`config.mk`:
```
export PLATFORM = sky130hd
export DESIGN_NAME = cache_access_controller_flat
export DESIGN_NICKNAME = d
export VERILOG_FILES = /design/src/rtl/cache_access_controller_pkg.sv /design/src/rtl/cache_access_controller_if.sv /design/src/rtl/cache_access_controller_line_buffer.sv /design/src/rtl/cache_access_controller.sv /design/src/flat_wrapper.sv
export SDC_FILE = /design/constraint.sdc
export NUM_CORES = 1
export LEC_CHECK = 0
export CORE_MARGIN = 4
export CORE_UTILIZATION = 43
export DETAILED_ROUTE_END_ITERATION = 6
export MAX_ROUTING_LAYER = met4
export PLACE_DENSITY = 0.83
export SLEW_MARGIN = 20
export SYNTH_ARGS = -nofsm -noshare
export SYNTH_HDL_FRONTEND = slang
export SYNTH_SLANG_ARGS = --single-unit
```
`constraint.sdc`:
```
create_clock -name clk -period 2.15 [get_ports clk]
set_clock_uncertainty 0.1 [all_clocks]
set_input_delay 0.43 -clock clk [delete_from_list [all_inputs] [get_ports clk]]
set_output_delay 0.43 -clock clk [all_outputs]
set_load 0.02 [all_outputs]
```
`src/rtl/cache_access_controller_pkg.sv`:
```
`default_nettype none
// ============================================================================
// Module   : cache_access_controller_pkg
// Purpose  : Shared constants and the controller state encoding.
//            WORD_LENGTH     - data word width
//            DEF_ADDR_W      - default word address width
//            DEF_BLOCK_WORDS - default words per cache block
//            state_t         - controller state encoding
// Revision : 1.0 - initial release
// ============================================================================
package cache_access_controller_pkg;

  localparam int WORD_LENGTH     = 32;
  localparam int DEF_ADDR_W      = 15;
  localparam int DEF_BLOCK_WORDS = 4;

  typedef enum logic [2:0] {
    ST_IDLE    = 3'd0,
    ST_LOOKUP  = 3'd1,
    ST_FETCH   = 3'd2,
    ST_FILL    = 3'd3,
    ST_RESPOND = 3'd4
  } state_t;

endpackage
`default_nettype wire

```
`src/rtl/cache_access_controller_if.sv`:
```
`default_nettype none
// ============================================================================
// Module   : cache_access_controller_if
// Purpose  : Bundles the CPU read port, cache port and main-memory port of
//            the cache access controller.
//            master modport - controller side (drives cpu_rdata/cpu_ready/
//                             busy, cache_addr/cache_write/cache_wblock,
//                             mem_rd/mem_addr)
//            slave modport  - CPU, cache and memory side
// Revision : 1.0 - initial release
// ============================================================================
interface cache_access_controller_if
  import cache_access_controller_pkg::*;
#(
  parameter int ADDR_W      = DEF_ADDR_W,
  parameter int WORD_W      = WORD_LENGTH,
  parameter int BLOCK_WORDS = DEF_BLOCK_WORDS
) ();

  // CPU read port
  logic                          cpu_req;
  logic [ADDR_W-1:0]             cpu_addr;
  logic [WORD_W-1:0]             cpu_rdata;
  logic                          cpu_ready;
  logic                          busy;
  // Cache port
  logic [ADDR_W-1:0]             cache_addr;
  logic                          cache_hit;
  logic [WORD_W-1:0]             cache_rdata;
  logic                          cache_write;
  logic [BLOCK_WORDS*WORD_W-1:0] cache_wblock;
  // Main-memory port
  logic                          mem_rd;
  logic [ADDR_W-1:0]             mem_addr;
  logic                          mem_valid;
  logic [BLOCK_WORDS*WORD_W-1:0] mem_rdata;

  modport master (
    input  cpu_req, cpu_addr, cache_hit, cache_rdata, mem_valid, mem_rdata,
    output cpu_rdata, cpu_ready, busy, cache_addr, cache_write, cache_wblock,
           mem_rd, mem_addr
  );

  modport slave (
    output cpu_req, cpu_addr, cache_hit, cache_rdata, mem_valid, mem_rdata,
    input  cpu_rdata, cpu_ready, busy, cache_addr, cache_write, cache_wblock,
           mem_rd, mem_addr
  );

endinterface
`default_nettype wire

```
`src/rtl/cache_access_controller_line_buffer.sv`:
```
`default_nettype none
// ============================================================================
// Module   : cache_access_controller_line_buffer
// Purpose  : Holds one fetched cache block.
//            clk, rst_n - clock, asynchronous active-low reset
//            load       - capture din this cycle
//            din        - incoming block, word 0 in LSBs
//            offset     - word select within the block
//            block      - stored block (combinational view)
//            word       - stored word selected by offset (combinational)
// Revision : 1.0 - initial release
// ============================================================================
module cache_access_controller_line_buffer
  import cache_access_controller_pkg::*;
#(
  parameter int WORD_W      = WORD_LENGTH,
  parameter int BLOCK_WORDS = DEF_BLOCK_WORDS,
  parameter int OFF_W       = $clog2(DEF_BLOCK_WORDS)
) (
  input  wire logic                          clk,
  input  wire logic                          rst_n,
  input  wire logic                          load,
  input  wire logic [BLOCK_WORDS*WORD_W-1:0] din,
  input  wire logic [OFF_W-1:0]              offset,
  output logic      [BLOCK_WORDS*WORD_W-1:0] block,
  output logic      [WORD_W-1:0]             word
);

  logic [BLOCK_WORDS*WORD_W-1:0] data_q;
  logic [WORD_W-1:0]             words [BLOCK_WORDS];

  always_ff @(posedge clk or negedge rst_n) begin
    if (!rst_n) begin
      data_q <= '0;
    end else if (load) begin
      data_q <= din;
    end
  end

  for (genvar i = 0; i < BLOCK_WORDS; i++) begin : g_words
    assign words[i] = data_q[i*WORD_W +: WORD_W];
  end

  assign block = data_q;
  assign word  = words[offset];

endmodule
`default_nettype wire

```
`src/rtl/cache_access_controller.sv`:
```
`default_nettype none
// ============================================================================
// Module   : cache_access_controller
// Purpose  : Read-path sequencer between the CPU, a direct-mapped cache and
//            main memory. Looks a request up in the cache; on a miss fetches
//            the whole block, writes it into the cache and returns the word.
//            clk, rst_n   - clock, asynchronous active-low reset
//            bus (master) - CPU / cache / memory handshake bundle
//            access_count - LOOKUP cycles seen, saturating (HIT_STATS_EN)
//            hit_count    - LOOKUP cycles that hit, saturating (HIT_STATS_EN)
//            Optional feature macro: HIT_STATS_EN
// Revision : 1.0 - initial release
// ============================================================================
module cache_access_controller
  import cache_access_controller_pkg::*;
#(
  parameter int ADDR_W      = DEF_ADDR_W,
  parameter int WORD_W      = WORD_LENGTH,
  parameter int BLOCK_WORDS = DEF_BLOCK_WORDS
) (
  input  wire logic                  clk,
  input  wire logic                  rst_n,
  cache_access_controller_if.master  bus
`ifdef HIT_STATS_EN
  ,
  output logic [31:0]                access_count,
  output logic [31:0]                hit_count
`endif
);

  localparam int OFF_W = $clog2(BLOCK_WORDS);

  state_t                        state;
  logic [ADDR_W-1:0]             addr_q;
  logic [WORD_W-1:0]             cpu_rdata_q;
  logic                          cpu_ready_q;
  logic                          busy_q;
  logic                          cache_write_q;
  logic                          mem_rd_q;
  logic                          lb_load;
  logic [BLOCK_WORDS*WORD_W-1:0] lb_block;
  logic [WORD_W-1:0]             lb_word;

  // Only a memory response that arrives while fetching is captured.
  assign lb_load = (state == ST_FETCH) && bus.mem_valid;

  cache_access_controller_line_buffer #(
    .WORD_W      (WORD_W),
    .BLOCK_WORDS (BLOCK_WORDS),
    .OFF_W       (OFF_W)
  ) u_line_buffer (
    .clk    (clk),
    .rst_n  (rst_n),
    .load   (lb_load),
    .din    (bus.mem_rdata),
    .offset (addr_q[OFF_W-1:0]),
    .block  (lb_block),
    .word   (lb_word)
  );

  // Every strobe is a flop with asynchronous reset, so an interrupted fetch
  // drops mem_rd at once and can never reach the FILL write.
  always_ff @(posedge clk or negedge rst_n) begin
    if (!rst_n) begin
      state         <= ST_IDLE;
      addr_q        <= '0;
      cpu_rdata_q   <= '0;
      cpu_ready_q   <= 1'b0;
      busy_q        <= 1'b0;
      cache_write_q <= 1'b0;
      mem_rd_q      <= 1'b0;
    end else begin
      cpu_ready_q   <= 1'b0;
      cache_write_q <= 1'b0;
      case (state)
        ST_IDLE: begin
          if (bus.cpu_req) begin
            addr_q <= bus.cpu_addr;
            busy_q <= 1'b1;
            state  <= ST_LOOKUP;
          end
        end
        ST_LOOKUP: begin
          if (bus.cache_hit) begin
            cpu_rdata_q <= bus.cache_rdata;
            cpu_ready_q <= 1'b1;
            state       <= ST_RESPOND;
          end else begin
            mem_rd_q <= 1'b1;
            state    <= ST_FETCH;
          end
        end
        ST_FETCH: begin
          if (bus.mem_valid) begin
            mem_rd_q      <= 1'b0;
            cache_write_q <= 1'b1;
            state         <= ST_FILL;
          end
        end
        ST_FILL: begin
          cpu_rdata_q <= lb_word;
          cpu_ready_q <= 1'b1;
          state       <= ST_RESPOND;
        end
        ST_RESPOND: begin
          busy_q <= 1'b0;
          state  <= ST_IDLE;
        end
        default: begin
          busy_q   <= 1'b0;
          mem_rd_q <= 1'b0;
          state    <= ST_IDLE;
        end
      endcase
    end
  end

  assign bus.cpu_rdata    = cpu_rdata_q;
  assign bus.cpu_ready    = cpu_ready_q;
  assign bus.busy         = busy_q;
  assign bus.cache_addr   = addr_q;
  assign bus.cache_write  = cache_write_q;
  assign bus.cache_wblock = lb_block;
  assign bus.mem_rd       = mem_rd_q;
  assign bus.mem_addr     = {addr_q[ADDR_W-1:OFF_W], {OFF_W{1'b0}}};

`ifdef HIT_STATS_EN
  localparam logic [31:0] CNT_MAX = 32'hFFFF_FFFF;

  always_ff @(posedge clk or negedge rst_n) begin
    if (!rst_n) begin
      access_count <= '0;
      hit_count    <= '0;
    end else if (state == ST_LOOKUP) begin
      if (access_count != CNT_MAX) begin
        access_count <= access_count + 32'd1;
      end
      if (bus.cache_hit && (hit_count != CNT_MAX)) begin
        hit_count <= hit_count + 32'd1;
      end
    end
  end
`endif

endmodule
`default_nettype wire

```
`src/flat_wrapper.sv`:
```
// flat-port wrapper written by rule: the top's interface ports become plain ports
module cache_access_controller_flat import cache_access_controller_pkg::*;
#(
  parameter int ADDR_W      = DEF_ADDR_W,
  parameter int WORD_W      = WORD_LENGTH,
  parameter int BLOCK_WORDS = DEF_BLOCK_WORDS
)
  (clk, rst_n, bus_cpu_req, bus_cpu_addr, bus_cache_hit, bus_cache_rdata, bus_mem_valid, bus_mem_rdata, bus_cpu_rdata, bus_cpu_ready, bus_busy, bus_cache_addr, bus_cache_write, bus_cache_wblock, bus_mem_rd, bus_mem_addr);
  cache_access_controller_if #(.ADDR_W(ADDR_W), .WORD_W(WORD_W), .BLOCK_WORDS(BLOCK_WORDS)) bus_i ();
  input  wire logic clk;
  input  wire logic rst_n;
  input wire logic [$bits(bus_i.cpu_req)-1:0] bus_cpu_req;
  input wire logic [$bits(bus_i.cpu_addr)-1:0] bus_cpu_addr;
  input wire logic [$bits(bus_i.cache_hit)-1:0] bus_cache_hit;
  input wire logic [$bits(bus_i.cache_rdata)-1:0] bus_cache_rdata;
  input wire logic [$bits(bus_i.mem_valid)-1:0] bus_mem_valid;
  input wire logic [$bits(bus_i.mem_rdata)-1:0] bus_mem_rdata;
  output wire logic [$bits(bus_i.cpu_rdata)-1:0] bus_cpu_rdata;
  output wire logic [$bits(bus_i.cpu_ready)-1:0] bus_cpu_ready;
  output wire logic [$bits(bus_i.busy)-1:0] bus_busy;
  output wire logic [$bits(bus_i.cache_addr)-1:0] bus_cache_addr;
  output wire logic [$bits(bus_i.cache_write)-1:0] bus_cache_write;
  output wire logic [$bits(bus_i.cache_wblock)-1:0] bus_cache_wblock;
  output wire logic [$bits(bus_i.mem_rd)-1:0] bus_mem_rd;
  output wire logic [$bits(bus_i.mem_addr)-1:0] bus_mem_addr;
  assign bus_i.cpu_req = bus_cpu_req;
  assign bus_i.cpu_addr = bus_cpu_addr;
  assign bus_i.cache_hit = bus_cache_hit;
  assign bus_i.cache_rdata = bus_cache_rdata;
  assign bus_i.mem_valid = bus_mem_valid;
  assign bus_i.mem_rdata = bus_mem_rdata;
  assign bus_cpu_rdata = bus_i.cpu_rdata;
  assign bus_cpu_ready = bus_i.cpu_ready;
  assign bus_busy = bus_i.busy;
  assign bus_cache_addr = bus_i.cache_addr;
  assign bus_cache_write = bus_i.cache_write;
  assign bus_cache_wblock = bus_i.cache_wblock;
  assign bus_mem_rd = bus_i.mem_rd;
  assign bus_mem_addr = bus_i.mem_addr;
  cache_access_controller #(.ADDR_W(ADDR_W), .WORD_W(WORD_W), .BLOCK_WORDS(BLOCK_WORDS)) u_core (.clk(clk), .rst_n(rst_n), .bus(bus_i));
endmodule
```
### Yosys cells after proc, flatten, opt, wreduce, memory -nomap -nowiden

Index checks and enable logic that the tools add are counted.

* bits in registers: 182
* latch bits: 0
* RAM bits: 0
* memory bits (read-only): 0
* bits of input ports: 180
* logic and storage cells: 48
* memories: 0

* add/sub/neg operators: 0
* $mul: 0
* divide/modulo/power cells: 0
* $lt $le $gt $ge: 1
* equal/unequal tests: 8
* shifts and indexed selects: 0
* multiplexer cells: 18
* bitwise operators: 3
* reductions and logical operators: 10

Operator list (number)
* $mux W32: 3
* $bmux W32 S2: 1
* $pmux W32 S2: 1
* $pmux W3 S4: 1
* $mux W3: 3
* $ne A2 B2 Y1 const B: 4
* $reduce_and A2 Y1: 4
* $eq A3 B2 Y1 const B: 2
* $mux W1: 6
* $reduce_or A3 Y1: 2
* $pmux W1 S2: 2
* $eq A3 B1 Y1 const B: 1
* $eq A3 B3 Y1 const B: 1
* $ge A3 B3 Y1 const B: 1
* $logic_not A3 Y1: 1
* $not A2 Y3: 1
* $pmux W1 S3: 1
* $reduce_and A3 Y1: 1
* $not A1 Y1: 2
* $reduce_bool A2 Y1: 1
* $logic_and A1 B1 Y1: 1

### Depth between registers and ports, before layout

* word-level depth: 5
* gate-level depth with buffers: 7

### Modules after synthesis

A second synthesis with hierarchy kept.

* cell total of the unflattened synthesis: 483
* area, all modules: 8091.5 sq um

By module, submodules not included
* cache_access_controller_line_buffer: instances 1, cells an instance 309, area each 5556.6 sq um, sequential area each 3203.1 sq um
* cache_access_controller: instances 1, cells an instance 174, area each 2534.9 sq um, sequential area each 1351.3 sq um

### Least setup slack after synthesis

No wires, ideal clock.

* path kind: register to register
* start: register u_core.addr_q[1] (netlist: u_core.bus.cache_addr[1])
* end: register u_core.cpu_rdata_q[30] (netlist: u_core.bus.cpu_rdata[30])
* arrival: 1.500 ns
* required time: 1.912 ns
* setup slack: 0.411 ns
* cell stages (with the launch flop): 6
* buffers on the path: 2
* path through: dfrtp_1 -> buf_2 -> buf_2 -> mux2_2 -> a22oi_1 -> o211ai_1

* word-level cells in the longest chain between the ends: 5

Ends and longest elaborated chain
* start, declared: line cache_access_controller.sv:34 `logic [ADDR_W-1:0] addr_q;`
* start signal, assigned: line cache_access_controller.sv:78 `addr_q <= bus.cpu_addr;`
* $not A2 Y3 (implied by the code): line cache_access_controller_line_buffer.sv:45 `assign word = words[offset];`
* $bmux W32 S2: line cache_access_controller_line_buffer.sv:45
* $mux W32 (implied by the code) (2 in a row): line cache_access_controller_line_buffer.sv:45
* $pmux W32 S2: line cache_access_controller.sv:75 `case (state)`
* end signal, assigned: line cache_access_controller.sv:85 `cpu_rdata_q <= bus.cache_rdata;`
* end signal, assigned: line cache_access_controller.sv:101 `cpu_rdata_q <= lb_word;`
* end, declared: line cache_access_controller.sv:35 `logic [WORD_W-1:0] cpu_rdata_q;`

No other way between the ends. The select of a mux whose other input is x is not followed.
A chain may end at the register's enable or synchronous reset.

### Final worst setup path

* start: register u_core.addr_q[0] (netlist: u_core.bus.cache_addr[0])
* end: output port bus_cache_addr[0]

RTL lines
* end, declared: line flat_wrapper.sv:21 `output wire logic [$bits(bus_i.cache_addr)-1:0] bus_cache_addr;`

No word-level cell between the ends.

==> impl_results.md <==
* Ratio of cells with drive above 1 in the final layout at 27.43%
* Cell taking the most area after synthesis: dfrtp_1
* Worst Tran Pin Value at 536.5 ps
* P&R area growth vs syn at 50.87%
* Period utilization at 95.71%
* Worst r2r dst: u_core.bus.cpu_rdata[15]
* Number of global-route vias before repair at 7285
* Final ANT Viol Nets at 0
* Leak at 5.571 nW
* Synth unique cells at 30
* Final setup violation count at 0
* Largest family of logic cells by synthesized area: multiplexers
* Vias at 6666
* CP arrival at 1530 ps
* Setup TNS at 0 ps
* Ranking of synthesized cells by area: dfrtp_1 (51%), mux2_4 (17%), mux2_2 (12%)
* Total GRT Usage at 23.89%
* Fin nets at 1177
* Total CTS buffers at 17
* Initial antenna violation count at 2
* Core area at 20360 um2
* DP HPWL at 20080 um
* Setup CP Type: register to output port
* H-tree depth at 4
* Xor/xnor share of the synthesized area at 0%
* FF-to-FF setup slack at 210 ps
* R2R Path Start: u_core.state[1]
* Hold Path Class: input pin to async pin
* Simple-gate share of the synthesized area at 4.731%
* Final hold viol count at 0
* Primary FF master, synth: dfrtp_1
* Post-synthesis compound-gate area fraction at 7.867%
* Flip-flop and latch count after synthesis at 182
* Peak VDD IR at 1039 uV
* Clk buf depth at 2
* Delay-heaviest family, CP: buffers and inverters
* Clk root buf: clkbuf_16
* Post-synth EDFFs at 0
* Post-place setup slack at -198.8 ps
* WL final at 27290 um
* First-pass DRT Iterations at 4
* Clock sink total at 182
* Via/cell ratio at 5.200
* Synthesized area per cell at 14.05 um2
* Pin count of the biggest net entering global routing at 67
* Reg2reg path depth at 4
* Critical Path Max Stage Delay at 690 ps
* Data required, critical path at 1620 ps
* PwrDens at 1628 nW/um2
* Slew Limit Fails at 0
* Cells after synthesis at 636
* Startpoint types: register
* Critical path buffers and inverters at 1
* Crit path max-delay cell type: clkdlybuf4s50_1
* CP endpoint kind: output port
* GPL Wtd Cong at 0.8023
* Post-synth ARST share at 100.0%
* Drt wl/cell at 21.29 um
* Die area at 23160 um2
* Worst path cell trace: clkdlybuf4s50_1
* Synth top cells by count: dfrtp_1 (182), mux2_4 (100), mux2_2 (98), nor2b_1 (33)
* Post-synthesis cell area at 8939 um2
* CTS tree: yes
* Initial Util at 43.89%
* Post-route minimum period at 2058 ps
* Global route total overflow at 0
* FMAX at 486.0 MHz
* CP max FO at 4
* YS warnings at 0
* Unrepaired setup endpoints after global routing: no
* Synth top area share at 50.95%
* Worst-skew pair later-pin latency at 420 ps
* Multiplexer share of the synthesized area at 30.39%
* DIE WIDTH at 152.2 um
* Vert. Die Dim at 152.2 um
* DRC at 0
* Outcome: finished clean
* First-pass GRT wire length at 42510 um
* Post-synthesis sequential area ratio at 50.95%
* I/O pins at 374
* Synth Area in Adders at 0%
* Core Rows at 52
* Clock slew at reported path FFs at 70 ps
* Final setup margin at 92.32 ps
* I/O Buffers at 371
* Most numerous cell in the Yosys netlist: dfrtp_1
* Max Cap Viol at 0
* Post-layout util at 66.22%
* Worst slew margin relative to its limit at 64.23%
* Initial DRC Count at 265
* Fill cell count at 1512
-- layout make-up --
type / count / area [um2] / area share (%)
Sequential cell: 182 / 4557 / 33.79
Clock inverter: 13 / 115.1 / 0.8536
Clock buffer: 19 / 442.9 / 3.284
Tap cell: 270 / 337.8 / 2.505
Inverter: 1 / 3.754 / 0.02783
Multi-Input combinational cell: 387 / 3882 / 28.79
Antenna cell: 2 / 5.005 / 0.03711
Timing Repair Buffer: 408 / 4141 / 30.71
-- power by group --
part | total [mW] | leakage, nW | switching (mW) | internal (mW)
sequential | 6.79 | 2.14 | 1.62 | 5.17
clock | 3.02 | 0.270 | 1.47 | 1.56
combinational | 12.1 | 3.16 | 5.33 | 6.80
total | 21.9 | 5.57 | 8.42 | 13.5
-- cell usage in the layout, fill, tap and decap left out, types with 3 or more instances in the layout --
cell and count:
buf_4 24, clkbuf_16 17, buf_12 12, inv_8 3, clkdlybuf4s50_1 368, nand2_1 32, a31oi_1 32, mux2_4 100
inv_6 3, nor2_1 6, a22oi_1 32, dfrtp_1 180, clkinv_4 4, mux2_1 9, o211ai_1 32, mux2_2 98
nor2b_1 32
-- worst max path at each step --
stage | start | to | slack, ps | cells past startpoint
6_report | u_core.bus.cache_addr[0] | bus_cache_addr[0] | 90 | 1
5_1_grt | u_core.bus.cache_addr[0] | bus_cache_addr[0] | 20 | 1
4_1_cts | u_core.bus.cache_addr[0] | bus_cache_addr[0] | 60 | 1
3_5_place_dp | bus_mem_valid | u_core.u_line_buffer.block[87] | -200 | 6
3_3_place_gp | bus_mem_valid | u_core.u_line_buffer.block[105] | -180 | 5
2_1_floorplan | u_core.bus.cache_addr[1] | u_core.bus.cpu_rdata[30] | 410 | 5
-- timing repair --
item	CTS	global route
gates resized for setup	1	1
cloned	0	0
endpoints found under the setup margin	1	5
buffers inserted	0	0
hold buffers	1	0
pin swaps	0	0
endpoints found under the hold margin	35	0
-- flip-flops by register name, summed over array words and instances, names as in the netlist --
register / count
u_core.bus.cache_addr: 15
u_core.bus.busy: 1
u_core.bus.cache_write: 1
u_core.bus.mem_rd: 1
u_core.u_line_buffer.block: 128
u_core.state: 3
u_core.bus.cpu_ready: 1
u_core.bus.cpu_rdata: 32
-- logic make-up (layout without fill, tap and decap cells) --
| family | Yosys count | after routing |
|---|---|---|
| AO/OA/AOI/OAI | 99 | 99 |
| flip-flops | 182 | 182 |
| other | 1 | 4 |
| AND/OR/NAND/NOR | 78 | 78 |
| multiplexers | 208 | 208 |
| buffers and inverters | 68 | 441 |
-- layer usage --
layer	wire, um	global-route usage [%]	part of all wire, %
met1	11390	28.98	42
met2	13810	40.30	51
met3	1538	5.396	5.6
met4	557	6.807	2.0
met5	0	-	0
-- metrics by stage --
stage / total power [mW] / hold WS, ps / std cells / instance area [um2]
after floorplan: 13.56 / 34.41 / 637 / 8942
after global placement: 18.74 / 273.4 / 1247 / 12910
after detailed placement: 19.03 / 283.0 / 1247 / 12910
after CTS: 22.15 / 385.9 / 1280 / 13480
after global routing: 23.07 / 427.2 / 1282 / 13490
final: 21.95 / 400.5 / 1282 / 13490
No activity file was read; power rests on OpenSTA's default activity.
==> variant 1, RTL diff (same flow settings) <==
The 5 states of `state_t` get a one-hot encoding in 5 bits.
--- a/src/rtl/cache_access_controller_pkg.sv
+++ b/src/rtl/cache_access_controller_pkg.sv
@@ -16,8 +16,8 @@
 
-  typedef enum logic [2:0] {
-    ST_IDLE    = 3'd0,
-    ST_LOOKUP  = 3'd1,
-    ST_FETCH   = 3'd2,
-    ST_FILL    = 3'd3,
-    ST_RESPOND = 3'd4
+  typedef enum logic [4:0] {
+    ST_IDLE    = 5'b00001,
+    ST_LOOKUP  = 5'b00010,
+    ST_FETCH   = 5'b00100,
+    ST_FILL    = 5'b01000,
+    ST_RESPOND = 5'b10000
   } state_t;
Behaviour: same outputs for any inputs over 10 cycles, from zero or initial values and one cycle with rst_n low; not proved beyond that.
==> variant 1 against the unedited design <==
Synthesized area is 4.1% lower; design area decreased by 1.9%; power is 5.9% lower; combinational power fell by 9.9%; highest routed layer unchanged; first-iteration DRC count grew 11%; sequential power down 2%; sequential share of layout area increased by 1.1 points; sequential cell count grew 2; final cell count down 8.3%; worst setup slack worse by 0.030 ns; critical endpoint is now u_core.u_line_buffer.block[92]$_DFFE_PN0P_; hold slack improved by 0.0031 ns; routed wire length fell by 4.7%; count of clock-buffer cells in the layout increased by 5.
==> variant 1: results (changes against the unedited design) <==
dpl_cell_area_um2: 12600  # was 12900 µm²
switching_share: 0.362  # was 0.383
clk_latency_ns: 0.42  # about the same
r2r_slack_ns: 0.06  # was 0.21 ns
seq_cell_power_w: 0.00667  # was 0.00679 W
max_stage_delay_ns: 0.56  # was 0.69 ns
regToRegEndpoint: "u_core.u_line_buffer.block[92]$_DFFE_PN0P_"  # was u_core.bus.cpu_rdata[15]$_DFFE_PN0P_
synthXorXnorAreaFrac: 0.00204  # was 0
post_cts_resized: 5  # was 1
ys_warn_count: 0  # unchanged
worst_ir_drop_vdd_mv: 0.824  # was 1.04 mV
dp_cells: 1141  # was 1247
numPortBuffers: 371  # unchanged
viasPerCell: 5.19  # was 5.20
status: "finished, final reports clean"  # unchanged
clk_pin_slew_ns: 0.07  # about the same
grt.total_usage: 0.238  # was 0.239
power_leakage_nw: 5.75  # was 5.57 nW
yosysSeqAreaShare: 0.537  # was 0.510
antenna_found_initial: 1  # was 2
syn_inst: 519  # was 636
root_buffer: "clkbuf_16"  # unchanged
totalWireLength_um: 26000  # was 27300 µm
arrival_ns: 2.29  # was 1.53 ns
path_max_fanout: 9  # was 4
worstRegToRegCells: 5  # was 4
synthMuxAreaShare: 0.316  # was 0.304
drt_iter0_drc: 294  # was 265
min_path_type: "input port to asynchronous set/reset pin"  # unchanged
synthAdderAreaFrac: 0  # unchanged
pwr_density_cell_nw_per_um2: 1560  # was 1630 nW/µm²
numCtsBuffers: 17  # unchanged
drive_gt1_frac: 0.281  # was 0.274
async_reset_ff_frac: 1.00  # unchanged
ctsHtreeMaxLevel: 4  # unchanged
wire_per_inst_um: 22.1  # was 21.3 µm
hpwl_um: 19900  # was 20100 µm
clock_path_buffers: 2  # unchanged
netlist_top_cells_area: "dfrtp_1, mux2_4, mux4_2"  # was dfrtp_1, mux2_4, mux2_2
hold_slack_ns: 0.404  # was 0.401 ns
critPathSlowestCell: "or4b_4"  # was clkdlybuf4s50_1
synth_common_cells: "dfrtp_1, mux2_4, mux2_2"  # unchanged
ctsHoldBuffers: 1  # unchanged
crit_type: "register to register"  # was register to primary output
grt_pass1_wl_um: 39200  # was 42500 µm
power.share.combinational: 0.528  # was 0.553
rr_startpoint: "u_core.state[4]$_DFFE_PN0P_"  # was u_core.state[1]$_DFFE_PN0P_
crit_family: "simple AND/OR/NAND/NOR gates"  # was buffers and inverters
largest_register_ffs: 128  # unchanged
synth-compound-area-share: 0.0481  # was 0.0787
ys_types: 40  # was 30
postCtsSetupBuffers: 0  # unchanged
grt_max_degree: 48  # was 67
first_pass_iters: 4  # unchanged
gp_congestion: 0.832  # was 0.802
post-place-ws_ns: -0.501  # was -0.199 ns
grt_pass1_vias: 6733  # was 7285
fillCellCount: 1411  # was 1512
## variant 1: per-layer routing
metal,routed length (µm),vias up,part of all wire,track usage
met5,0,-,0,-
met3,1950,37,0.075,0.0605
li1,-,2685,-,-
met4,505,0,0.019,0.0677
met1,9630,3119,0.37,0.274
met2,13900,263,0.54,0.412
## variant 1: layout make-up
type,count,area (µm²),area share
timing repair buffer,413,4160,0.315
multi-input combinational,274,3520,0.266
clock buffer,24,492,0.0372
sequential,184,4610,0.348
clock inverter,8,87.6,0.00662
inverter,6,22.5,0.00170
antenna,1,2.50,0.000189
tap,265,332,0.0251
## variant 1: cells by family after synthesis
| group | count (synthesis) |
|---|---|
| flip-flops | 184 |
| multiplexers | 175 |
| buffers and inverters | 62 |
| AND/OR/NAND/NOR | 49 |
| AO/OA/AOI/OAI | 46 |
| XOR/XNOR | 2 |
| other | 1 |
==> variant 2, RTL diff (config.mk and constraints unchanged) <==
Without the edit above. Set the package constant `DEF_BLOCK_WORDS` to 2 (it was 4).
--- a/src/rtl/cache_access_controller_pkg.sv
+++ b/src/rtl/cache_access_controller_pkg.sv
@@ -14,3 +14,3 @@
   localparam int DEF_ADDR_W      = 15;
-  localparam int DEF_BLOCK_WORDS = 4;
+  localparam int DEF_BLOCK_WORDS = 2;
 
Interface: changed (resized bus_cache_wblock and bus_mem_rdata); port bits go from 374 to 246. No check against the original RTL was run, so the function may have changed too.
==> variant 2 against the unedited design <==
Sequential cell count decreased by 64; synthesized area shrank 41%; routed wire length shrank 43%; synthesized cell count fell by 45%; design area is 38% lower; sequential power down 38%; combinational power shrank 41%; worst setup slack better by 0.073 ns; first-iteration DRC count down 24%; power down 35%; critical endpoint is now bus_cache_wblock[12]; largest power group unchanged; highest routed layer unchanged.
==> variant 2: results (changes against the unedited design) <==
status: "finished, final reports clean"  # unchanged
yosysSeqAreaShare: 0.563  # was 0.510
drt_iter0_drc: 201  # was 265
netlist_top_cells_area: "dfrtp_1, mux2_4, mux2_2"  # unchanged
drive_gt1_frac: 0.215  # was 0.274
grt_pass1_vias: 4284  # was 7285
rr_startpoint: "u_core.state[2]$_DFFE_PN0P_"  # was u_core.state[1]$_DFFE_PN0P_
gp_congestion: 0.824  # was 0.802
grt_use_met1: 0.247  # was 0.290
grt.total_usage: 0.227  # was 0.239
numPortBuffers: 244  # was 371
synth_common_cells: "dfrtp_1, mux2_4, nor2_1"  # was dfrtp_1, mux2_4, mux2_2
wire_per_inst_um: 20.6  # was 21.3 µm
worst_pin_slew_ns: 0.538  # was 0.537 ns
crit_path_end: "bus_cache_wblock[12]"  # was bus_cache_addr[0]
worstRegToRegCells: 3  # was 4
regToRegEndpoint: "u_core.u_line_buffer.block[29]$_DFFE_PN0P_"  # was u_core.bus.cpu_rdata[15]$_DFFE_PN0P_
power_switching_w: 0.00511  # was 0.00842 W
clockPowerShare: 0.199  # was 0.138
grt_max_degree: 44  # was 67
detailroute.wirelength.met2_um: 7980  # was 13800 µm
diodes: 0  # was 2
wl_met1_um: 6070  # was 11400 µm
antenna_found_initial: 0  # was 2
r2r_slack_ns: 0.37  # was 0.21 ns
viasPerCell: 5.21  # was 5.20
crit_path_start: "u_core.u_line_buffer.block[12]$_DFFE_PN0P_"  # was u_core.bus.cache_addr[0]$_DFFE_PN0P_
comb_power_w: 0.00719  # was 0.0121 W
use_met3: 0.0684  # was 0.0540
max_stage_delay_ns: 0.66  # was 0.69 ns
path_max_fanout: 3  # was 4
ys_types: 21  # was 30
dpl_cell_area_um2: 7770  # was 12900 µm²
dr_wl_met3_um: 939  # was 1540 µm
[variant 2: cell type report]
type	instances	area, µm²	area share
multi-input cells	191	1960	0.234
inverters	3	11.3	0.00134
flip-flops and latches	118	2950	0.353
clock inverters	10	128	0.0152
well taps	147	184	0.0220
clock buffers	22	464	0.0554
repair buffers	261	2670	0.319
[variant 2: cells by family (layout without fill, tap and decap cells)]
logic type      Yosys count  count (layout)  share of synthesized area
flops                   118             118                      0.563
mux                     112             112                      0.267
buf+inv                  43             296                     0.0649
simple gates             42              42                     0.0384
compound gates           36              36                     0.0654
other cells               1               1                   0.000715
[variant 2: timing repair]
item | 4_1_cts | 5_1_grt
hold endpoints to repair | 36 | 0
hold buffers | 1 | 0
resized for setup | 0 | 0
[variant 2: per-stage QoR]
step	hold WS (ns)	cells	util	setup WS, ns
after detailed placement	0.347	719	0.650	0.0357
after floorplan	0.0344	352	-	0.538
after global placement	0.332	719	0.650	0.0391
after global routing	0.395	752	0.700	0.115
after CTS	0.381	752	0.700	0.137
final	0.375	752	0.700	0.165
